`config.mk`:
```
export PLATFORM = sky130hd
export DESIGN_NAME = rob_param
export DESIGN_NICKNAME = d
export VERILOG_FILES = /design/src/rtl/rob_param.sv
export SDC_FILE = /design/constraint.sdc
export NUM_CORES = 1
export LEC_CHECK = 0
export BUFFER_PORTS_ARGS = -buffer_cell sky130_fd_sc_hd__buf_2
export CAP_MARGIN = 5
export CORE_MARGIN = 5
export CORE_UTILIZATION = 55
export DETAILED_ROUTE_END_ITERATION = 8
export PLACE_DENSITY = 0.74
export SLEW_MARGIN = 20
export SYNTH_ARGS = -nofsm -noshare
export SYNTH_HDL_FRONTEND = slang
export SYNTH_SLANG_ARGS = --single-unit
```
`constraint.sdc`:
```
create_clock -name clk1 -period 4.1 [get_ports clk1]
set_clock_uncertainty 0.2 [all_clocks]
set_input_delay 0.82 -clock clk1 [delete_from_list [all_inputs] [get_ports clk1]]
set_output_delay 0.82 -clock clk1 [all_outputs]
set_load 0.01 [all_outputs]
```
`src/rtl/rob_param.sv`:
```
// Parametrised reorder buffer: tag allocation, multi-port CDB capture,
// operand forwarding, in-order retirement and mispredict flush.
module rob_param #(
  parameter int DEPTH   = 8,
  parameter int DATA_W  = 16,
  parameter int REG_W   = 4,
  parameter int NUM_CDB = 2,
  localparam int TAG_W  = $clog2(DEPTH)
) (
  input  logic                      clk1,
  input  logic                      rst_n,
  input  logic                      alloc_valid,
  input  logic [REG_W-1:0]          alloc_dest,
  input  logic                      alloc_is_br,
  output logic                      alloc_ready,
  output logic [TAG_W-1:0]          alloc_tag,
  input  logic [NUM_CDB-1:0]        cdb_valid,
  input  logic [NUM_CDB*TAG_W-1:0]  cdb_tag,
  input  logic [NUM_CDB*DATA_W-1:0] cdb_data,
  input  logic [NUM_CDB-1:0]        cdb_mispredict,
  input  logic [TAG_W-1:0]          lk0_tag,
  input  logic [TAG_W-1:0]          lk1_tag,
  output logic                      lk0_ready,
  output logic                      lk1_ready,
  output logic [DATA_W-1:0]         lk0_data,
  output logic [DATA_W-1:0]         lk1_data,
  output logic                      commit_valid,
  output logic [REG_W-1:0]          commit_dest,
  output logic [DATA_W-1:0]         commit_data,
  output logic [TAG_W-1:0]          commit_tag,
  output logic                      flush,
  output logic [TAG_W:0]            count,
  output logic                      full,
  output logic                      empty
);

  localparam logic [TAG_W:0] ONE   = 1;
  localparam logic [TAG_W:0] DEP_C = DEPTH[TAG_W:0];

  logic [DEPTH-1:0]             busy_q, busy_d;
  logic [DEPTH-1:0]             done_q, done_d;
  logic [DEPTH-1:0]             is_br_q, is_br_d;
  logic [DEPTH-1:0]             mispred_q, mispred_d;
  logic [DEPTH-1:0][REG_W-1:0]  dest_q, dest_d;
  logic [DEPTH-1:0][DATA_W-1:0] value_q, value_d;
  logic [TAG_W:0]               head_q, head_d;
  logic [TAG_W:0]               tail_q, tail_d;
  logic                         commit_valid_q, commit_valid_d;
  logic [REG_W-1:0]             commit_dest_q, commit_dest_d;
  logic [DATA_W-1:0]            commit_data_q, commit_data_d;
  logic [TAG_W-1:0]             commit_tag_q, commit_tag_d;
  logic                         flush_q, flush_d;
  logic [TAG_W-1:0]             hidx, tidx;

  assign hidx         = head_q[TAG_W-1:0];
  assign tidx         = tail_q[TAG_W-1:0];
  assign count        = tail_q - head_q;
  assign full         = (count == DEP_C);
  assign empty        = (count == '0);
  assign alloc_ready  = !full && !flush_q;
  assign alloc_tag    = tidx;
  assign commit_valid = commit_valid_q;
  assign commit_dest  = commit_dest_q;
  assign commit_data  = commit_data_q;
  assign commit_tag   = commit_tag_q;
  assign flush        = flush_q;

  always_comb begin
    busy_d         = busy_q;
    done_d         = done_q;
    is_br_d        = is_br_q;
    mispred_d      = mispred_q;
    dest_d         = dest_q;
    value_d        = value_q;
    head_d         = head_q;
    tail_d         = tail_q;
    commit_valid_d = 1'b0;
    commit_dest_d  = commit_dest_q;
    commit_data_d  = commit_data_q;
    commit_tag_d   = commit_tag_q;
    flush_d        = 1'b0;
    if (alloc_valid && alloc_ready) begin
      busy_d[tidx]    = 1'b1;
      done_d[tidx]    = 1'b0;
      mispred_d[tidx] = 1'b0;
      is_br_d[tidx]   = alloc_is_br;
      dest_d[tidx]    = alloc_dest;
      tail_d          = tail_q + ONE;
    end
    // Descending scan so the lowest-index port is applied last and wins.
    for (int i = NUM_CDB - 1; i >= 0; i--) begin
      if (cdb_valid[i] &&
          busy_q[cdb_tag[i*TAG_W +: TAG_W]] &&
          !done_q[cdb_tag[i*TAG_W +: TAG_W]]) begin
        done_d[cdb_tag[i*TAG_W +: TAG_W]]    = 1'b1;
        value_d[cdb_tag[i*TAG_W +: TAG_W]]   =
          cdb_data[i*DATA_W +: DATA_W];
        mispred_d[cdb_tag[i*TAG_W +: TAG_W]] =
          is_br_q[cdb_tag[i*TAG_W +: TAG_W]] & cdb_mispredict[i];
      end
    end
    if (busy_q[hidx] && done_q[hidx]) begin
      busy_d[hidx]    = 1'b0;
      done_d[hidx]    = 1'b0;
      mispred_d[hidx] = 1'b0;
      head_d          = head_q + ONE;
      if (mispred_q[hidx]) begin
        flush_d   = 1'b1;
        busy_d    = '0;
        done_d    = '0;
        mispred_d = '0;
        tail_d    = head_q + ONE;
      end else if (!is_br_q[hidx]) begin
        commit_valid_d = 1'b1;
        commit_dest_d  = dest_q[hidx];
        commit_data_d  = value_q[hidx];
        commit_tag_d   = hidx;
      end
    end
  end

  always_comb begin
    lk0_ready = busy_q[lk0_tag] & done_q[lk0_tag];
    lk0_data  = lk0_ready ? value_q[lk0_tag] : '0;
    lk1_ready = busy_q[lk1_tag] & done_q[lk1_tag];
    lk1_data  = lk1_ready ? value_q[lk1_tag] : '0;
    for (int i = NUM_CDB - 1; i >= 0; i--) begin
      if (cdb_valid[i] && cdb_tag[i*TAG_W +: TAG_W] == lk0_tag) begin
        lk0_ready = 1'b1;
        lk0_data  = cdb_data[i*DATA_W +: DATA_W];
      end
      if (cdb_valid[i] && cdb_tag[i*TAG_W +: TAG_W] == lk1_tag) begin
        lk1_ready = 1'b1;
        lk1_data  = cdb_data[i*DATA_W +: DATA_W];
      end
    end
  end

  always_ff @(posedge clk1 or negedge rst_n) begin
    if (!rst_n) begin
      busy_q         <= '0;
      done_q         <= '0;
      is_br_q        <= '0;
      mispred_q      <= '0;
      dest_q         <= '0;
      value_q        <= '0;
      head_q         <= '0;
      tail_q         <= '0;
      commit_valid_q <= 1'b0;
      commit_dest_q  <= '0;
      commit_data_q  <= '0;
      commit_tag_q   <= '0;
      flush_q        <= 1'b0;
    end else begin
      busy_q         <= busy_d;
      done_q         <= done_d;
      is_br_q        <= is_br_d;
      mispred_q      <= mispred_d;
      dest_q         <= dest_d;
      value_q        <= value_d;
      head_q         <= head_d;
      tail_q         <= tail_d;
      commit_valid_q <= commit_valid_d;
      commit_dest_q  <= commit_dest_d;
      commit_data_q  <= commit_data_d;
      commit_tag_q   <= commit_tag_d;
      flush_q        <= flush_d;
    end
  end

endmodule

```
==> results of run 1 <==
[worst register-to-register path, delay by kind of cell, from the launching register on]
family | cells | cell delay (ns)
buffers and inverters | 3 | 0.43
and+or+nand+nor | 2 | 0.65
adders and majority gates | 2 | 0.59
DFF | 1 | 0.48
xor gates and xnor gates | 1 | 0.19
AOI/OAI and AO/OA | 1 | 0.45
muxes | 1 | 0.37
[through the flow]
stage          area, um2  std cells  hold WS (ns)  setup WS (ns)
6_report           16620       1879       0.07352         0.2521
3_5_place_dp       15740       1833        0.2876         0.4610
2_1_floorplan      14790       1466        0.2794         0.6742
5_1_grt            16620       1879        0.1929        0.06828
3_3_place_gp       15740       1833        0.2852         0.4991
4_1_cts            16600       1876        0.1802         0.1092
[repair_timing]
item,in CTS,in global routing
pin swaps,0,0
setup endpoints to repair,2,2
gates resized for setup,1,2
[kinds of logic after synthesis]
group	after synthesis
simple gates	389
compound gates	362
mux	293
flops	225
buf+inv	169
xor+xnor	22
fa+ha+maj	6
[cells in the mapped netlist, drive strengths merged (5+ instances only)]
master | instances | share of area
a22o | 11 | 0.0065
a221oi | 15 | 0.0089
or2 | 8 | 0.0034
nand3b | 7 | 0.0036
mux2i | 152 | 0.10
a21oi | 89 | 0.030
mux2 | 70 | 0.058
nand4 | 16 | 0.0068
mux4 | 71 | 0.11
nand2 | 131 | 0.034
xnor2 | 17 | 0.010
a22oi | 91 | 0.046
nor3b | 5 | 0.0029
xor2 | 5 | 0.0030
nor3 | 17 | 0.0065
inv | 17 | 0.0043
buf | 60 | 0.025
ha | 5 | 0.0042
nand3 | 28 | 0.0095
a31oi | 30 | 0.013
o21ai | 97 | 0.033
clkbuf | 92 | 0.023
nor2 | 133 | 0.034
dfrtp | 225 | 0.38
nor2b | 9 | 0.0038
[placed cells by master (no fill, tap or decap), types with 11 or more instances in the layout]
cell type  synthesis  routed
buf_12             2      11
mux4_2            70      70
nand4_1           16      16
a22o_1            11      11
nand2_1          129     129
a22oi_1           91      91
nor3_1            16      12
buf_4             11      43
buf_2             39     123
o21ai_0           96      96
nand3_1           28      28
a221oi_1          15      15
xnor2_1           17      17
clkbuf_16          0      27
mux2_2            50      50
mux2i_1          152     152
a31oi_1           29      29
mux2_4            19      19
nor2_1           133     132
a21oi_1           88      88
inv_1             15      15
dfrtp_1          225     225
[report_power, final]
group | total [mW] | internal, mW | switching (mW)
clock | 2.37 | 1.43 | 0.937
sequential | 4.46 | 3.31 | 1.15
combinational | 5.93 | 2.76 | 3.17
[final timing paths]
| check | from | endpoint | slack [ns] | cells past startpoint |
|---|---|---|---|---|
| min in group clk1 | commit_dest[3] | commit_dest[3] | 0.30 | 1 |
| max in group asynchronous | rst_n | value_q[40] | 2.52 | 2 |
| worst min register to register | commit_dest[3] | commit_dest[3] | 0.30 | 1 |
| worst max register to register | tail_q[0] | dest_q[26] | 0.60 | 10 |
| worst min-delay path | rst_n | tail_q[1] | 0.07 | 1 |
| worst max-delay path | tail_q[0] | alloc_ready | 0.25 | 9 |
[sequential cells by signal, indices dropped and copies added, names as in the netlist]
name          flops
busy_q            8
is_br_q           8
value_q         128
commit_dest       4
dest_q           32
done_q            8
tail_q            4
flush             1
commit_data      16
commit_tag        3
head_q            4
mispred_q         8
commit_valid      1
[area by class of cell]
class / count / area (um2)
diodes: 3 / 7.507
inverters: 17 / 63.81
clock buffers: 34 / 732.0
flip-flops and latches: 225 / 5630
multi-input cells: 1072 / 8466
well taps: 341 / 426.7
clock inverters: 9 / 120.1
repair buffers: 178 / 1174
fillers: 2140 / 10110
[metal layers]
layer / up-vias / wire length (um)
li1: 5524 / -
met1: 6367 / 18690
met2: 996 / 21690
met3: 208 / 6237
met4: 0 / 2493
met5: - / 0
==> impl_metrics.ini, run 1 <==
[run_status]
outcome = finished clean

[floorplanning]
num_rows = 60
dieArea_um2 = 30260
start_util = 0.5533
die_y_um = 174.0
io_pins = 125
die_w_um = 174.0
core-area_um2 = 26730

[sta]
final_hold_viol_count = 0
maxSlewViolCount = 0
min_period_ns = 3.848
fin_setup_tns_ns = 0
max_freq_ghz = 0.2599
tightestPinTransition_ns = 1.250
setup_viol = 0
post-route-period-util = 0.9385
slew_headroom = 0.1642
grt_setup_unrepaired = false

[grt]
top_usage_layer = met2
grtUsageMet2 = 0.4737
grt_pass1_vias = 12750
antenna_found_initial = 3
gr-usage-met1 = 0.4416
grt_pass1_wl_mm = 75.62
grt-ovfl-total = 0
grt_usage = 0.3162
grt_max_degree = 105
use_met3 = 0.07395

[logic_synthesis]
synthSimpleGateAreaFrac = 0.1222
synth-main-ff-cell = dfrtp_1
synthMuxAreaShare = 0.2694
async_reset_ff_frac = 1.000
synthCells = 1466
synth_edf_count = 0
synth_area_um2 = 14790
synth.avg_cell_area_um2 = 10.09
synth_fa_ha_area_frac = 0.005585
seq_area_frac_synth = 0.3808
synth_seq_cells = 225
synth.distinct_cells = 75
syn_nets = 1528
synth_top_family_by_area = multiplexers
synth_compound_area_frac = 0.1567
ys_warn_count = 0
synthXorXnorAreaFrac = 0.01303

[clock_tree]
insertion_delay_ns = 0.54
cts_tree = done
path_clk_slew_ns = 0.06
htree_levels = 1
clkSinkCount = 225
cts_made_buffers = 26
post_cts_buffers = 0
root_buffer = clkbuf_16
cts_buffer_depth = 3
postCtsHoldBufs = 0

[pwr]
p_leak_nw = 6.959
ir_drop_uv = 351.9
power_density_nw_per_um2 = 767.6
p_total_mw = 12.76

[placed_design]
portBuffers = 124
gp_congestion = 0.9335
place_hpwl_mm = 30.96

[critical_path]
cp_max_fo = 8
cpMostUsedCell = inv_1
crit_type = flop to output port
critPathTopFamily = simple AND/OR/NAND/NOR gates
path_buf_inv = 3
max_stage_delay_ns = 0.48
cp_slowest_cell = dfrtp_1
start_kind = flop
critPathCaptureType = output port
crit_path_cell_trace = inv_1 -> ha_1 -> inv_1 -> fa_1 -> xor2_1 -> or3_4 -> nor3_4 -> nor2_1 -> buf_2
critPathArrivalTime_ns = 2.83
cp_data_required_time_ns = 3.08

[final_layout]
layout-drive-gt1-share = 0.2521
final_nets = 1582
fin_util = 0.6219
area_growth_pct = 12.40

[drt]
drt_iter0_markers = 1998
antenna_left = 0
vias = 13100
wl_mm = 49.12
wl_per_cell_um = 26.14
drcViolationCount = 0
drtPass1Iterations = 6
via_per_inst = 6.969

[hold_path]
holdCritPathClass = primary input to asynchronous set/reset pin

[flow_run]
maxCapViolCount = 0
Power figures use the tool's default switching activity.
==> run 2, diff against run 1 <==
ABC_AREA = 0   (was unset)
CORE_UTILIZATION = 40   (was 55)
PLACE_DENSITY = unset   (was 0.74)
==> impl_metrics.ini, run 2 (synthesis results as in run 1) <==
[flow_run]
maxCapViolCount = 0

[placed_design]
place_hpwl_mm = 32.84
gp_congestion = 0.8828
portBuffers = 124
placed_cell_area_um2 = 15850

[critical_path]
reg2reg_from = tail_q[0]
rrSetupSlack_ns = 0.55
crit_type = flop to output port
reg2reg_to = dest_q[18]
critPathCaptureType = output port
critPathArrivalTime_ns = 2.87
max_stage_delay_ns = 0.53
cp_data_required_time_ns = 3.08
crit_path_cell_trace = inv_1 -> ha_1 -> inv_1 -> fa_1 -> or3_1 -> nor3_4 -> nor2_1 -> buf_2
cpMostUsedCell = inv_1
critPathTopFamily = simple AND/OR/NAND/NOR gates
reg2reg_depth = 8
path_buf_inv = 3
cp_slowest_cell = or3_1
cp_max_fo = 8
start_kind = flop
cp-startpoint = tail_q[0]

[final_layout]
area_growth_pct = 13.15
final_cell_mix = dfrtp_1 (225), mux2i_1 (152), nor2_1 (132), nand2_1 (129), buf_2 (123)
top_register = value_q
largest_register_ff_count = 128
final_nets = 1578
finalInstanceArea_um2 = 16730
fin_util = 0.4581
layout-drive-gt1-share = 0.2497
diodes = 0
mostFrequentLayoutCell = dfrtp_1

[sta]
max_freq_ghz = 0.2574
post-route-period-util = 0.9476
setup_viol = 0
final_hold_viol_count = 0
grt_setup_unrepaired = false
slew_headroom = 0.3827
min_period_ns = 3.885
timing.hold.ws_ns = 0.05884
tightestPinTransition_ns = 0.9237
maxSlewViolCount = 0
fin_setup_tns_ns = 0

[grt]
antenna_found_initial = 1
grt_pass1_vias = 12320
grt-ovfl-total = 0
grt_pass1_wl_mm = 78.10
grt_max_degree = 80
grt_usage = 0.2434

[pwr]
p_leak_nw = 6.930
p_switching_mw = 5.264
p_seq_frac = 0.348
clkPwrFrac = 0.189
internal-power_mw = 7.495
combPwrFrac = 0.463
netSwitchingFraction = 0.4125
p_total_mw = 12.76
ir_drop_uv = 343.4
power_density_nw_per_um2 = 762.6

[clock_tree]
path_clk_slew_ns = 0.06
cts_tree = done
post_cts_buffers = 0
root_buffer = clkbuf_16
insertion_delay_ns = 0.55
cts_made_buffers = 26
cts_buffer_depth = 3
htree_levels = 1
clkSinkCount = 225

[floorplanning]
dieArea_um2 = 40910
io_pins = 125
die_w_um = 202.3
die_y_um = 202.3
core-area_um2 = 36520
num_rows = 70
start_util = 0.4049

[hold_path]
holdCritPathClass = primary input to asynchronous set/reset pin

[drt]
via_per_inst = 6.289
drtPass1Iterations = 7
antenna_left = 0
drcViolationCount = 0
vias = 12590
drt_iter0_markers = 1688
wl_mm = 51.36
wl_per_cell_um = 25.65

[run_status]
outcome = finished clean
-- run 2: worst max-delay path by stage --
| stage | cells after the start | slack [ns] | endpoint |
|---|---|---|---|
| finish | 8 | 0.21 | alloc_ready |
| global route | 9 | 0.02 | alloc_ready |
| CTS | 8 | 0.03 | alloc_ready |
| detailed placement | 8 | 0.43 | lk0_data[13] |
| global placement | 8 | 0.44 | lk1_data[4] |
| floorplan | 8 | 0.67 | alloc_ready |
-- run 2: per-stage QoR --
step | worst slack (ns) | instances
after floorplan | 0.6742 | 1466
after global placement | 0.4409 | 1956
after detailed placement | 0.4348 | 1956
after CTS | 0.02903 | 2002
after global routing | 0.02185 | 2002
final | 0.2149 | 2002
-- run 2: cell type report --
type / count / area, um2
Fill cell: 3429 / 19790
Multi-Input combinational cell: 1072 / 8471
Sequential cell: 225 / 5630
Timing Repair Buffer: 174 / 1106
Clock buffer: 40 / 794.5
Tap cell: 468 / 585.6
Clock inverter: 6 / 80.08
Inverter: 17 / 63.81
-- run 2: worst reg2reg max path, stage by stage (launching register included) --
cell and delay, ns:
dfrtp_1 0.51, inv_1 0.13, ha_1 0.24, inv_1 0.07, fa_1 0.43, or3_1 0.53, o31ai_2 0.49, or2_1 0.44
mux2_2 0.39
-- run 2: routing by layer --
metal,up-vias,routed length [um],part of all wire,GRT usage
met2,691,23210,0.45,0.3841
met3,138,4423,0.086,0.04252
li1,5531,-,-,-
met4,2,1856,0.036,0.07856
met1,6229,21860,0.43,0.3429
met5,-,7,0.00014,0
-- run 2: power by group through the flow --
stage / registers [mW] / logic, mW / clock network [mW]
after floorplan: 4.08 / 4.22 / 0
after global placement: 4.37 / 5.71 / 0
after detailed placement: 4.41 / 5.82 / 0
after CTS: 4.39 / 5.83 / 2.44
after global routing: 4.59 / 6.36 / 2.54
final: 4.45 / 5.91 / 2.41
-- run 2: repair_timing --
action	in CTS	in global routing
setup endpoints to repair	0	2
resized for setup	0	2
hold buffers	0	0
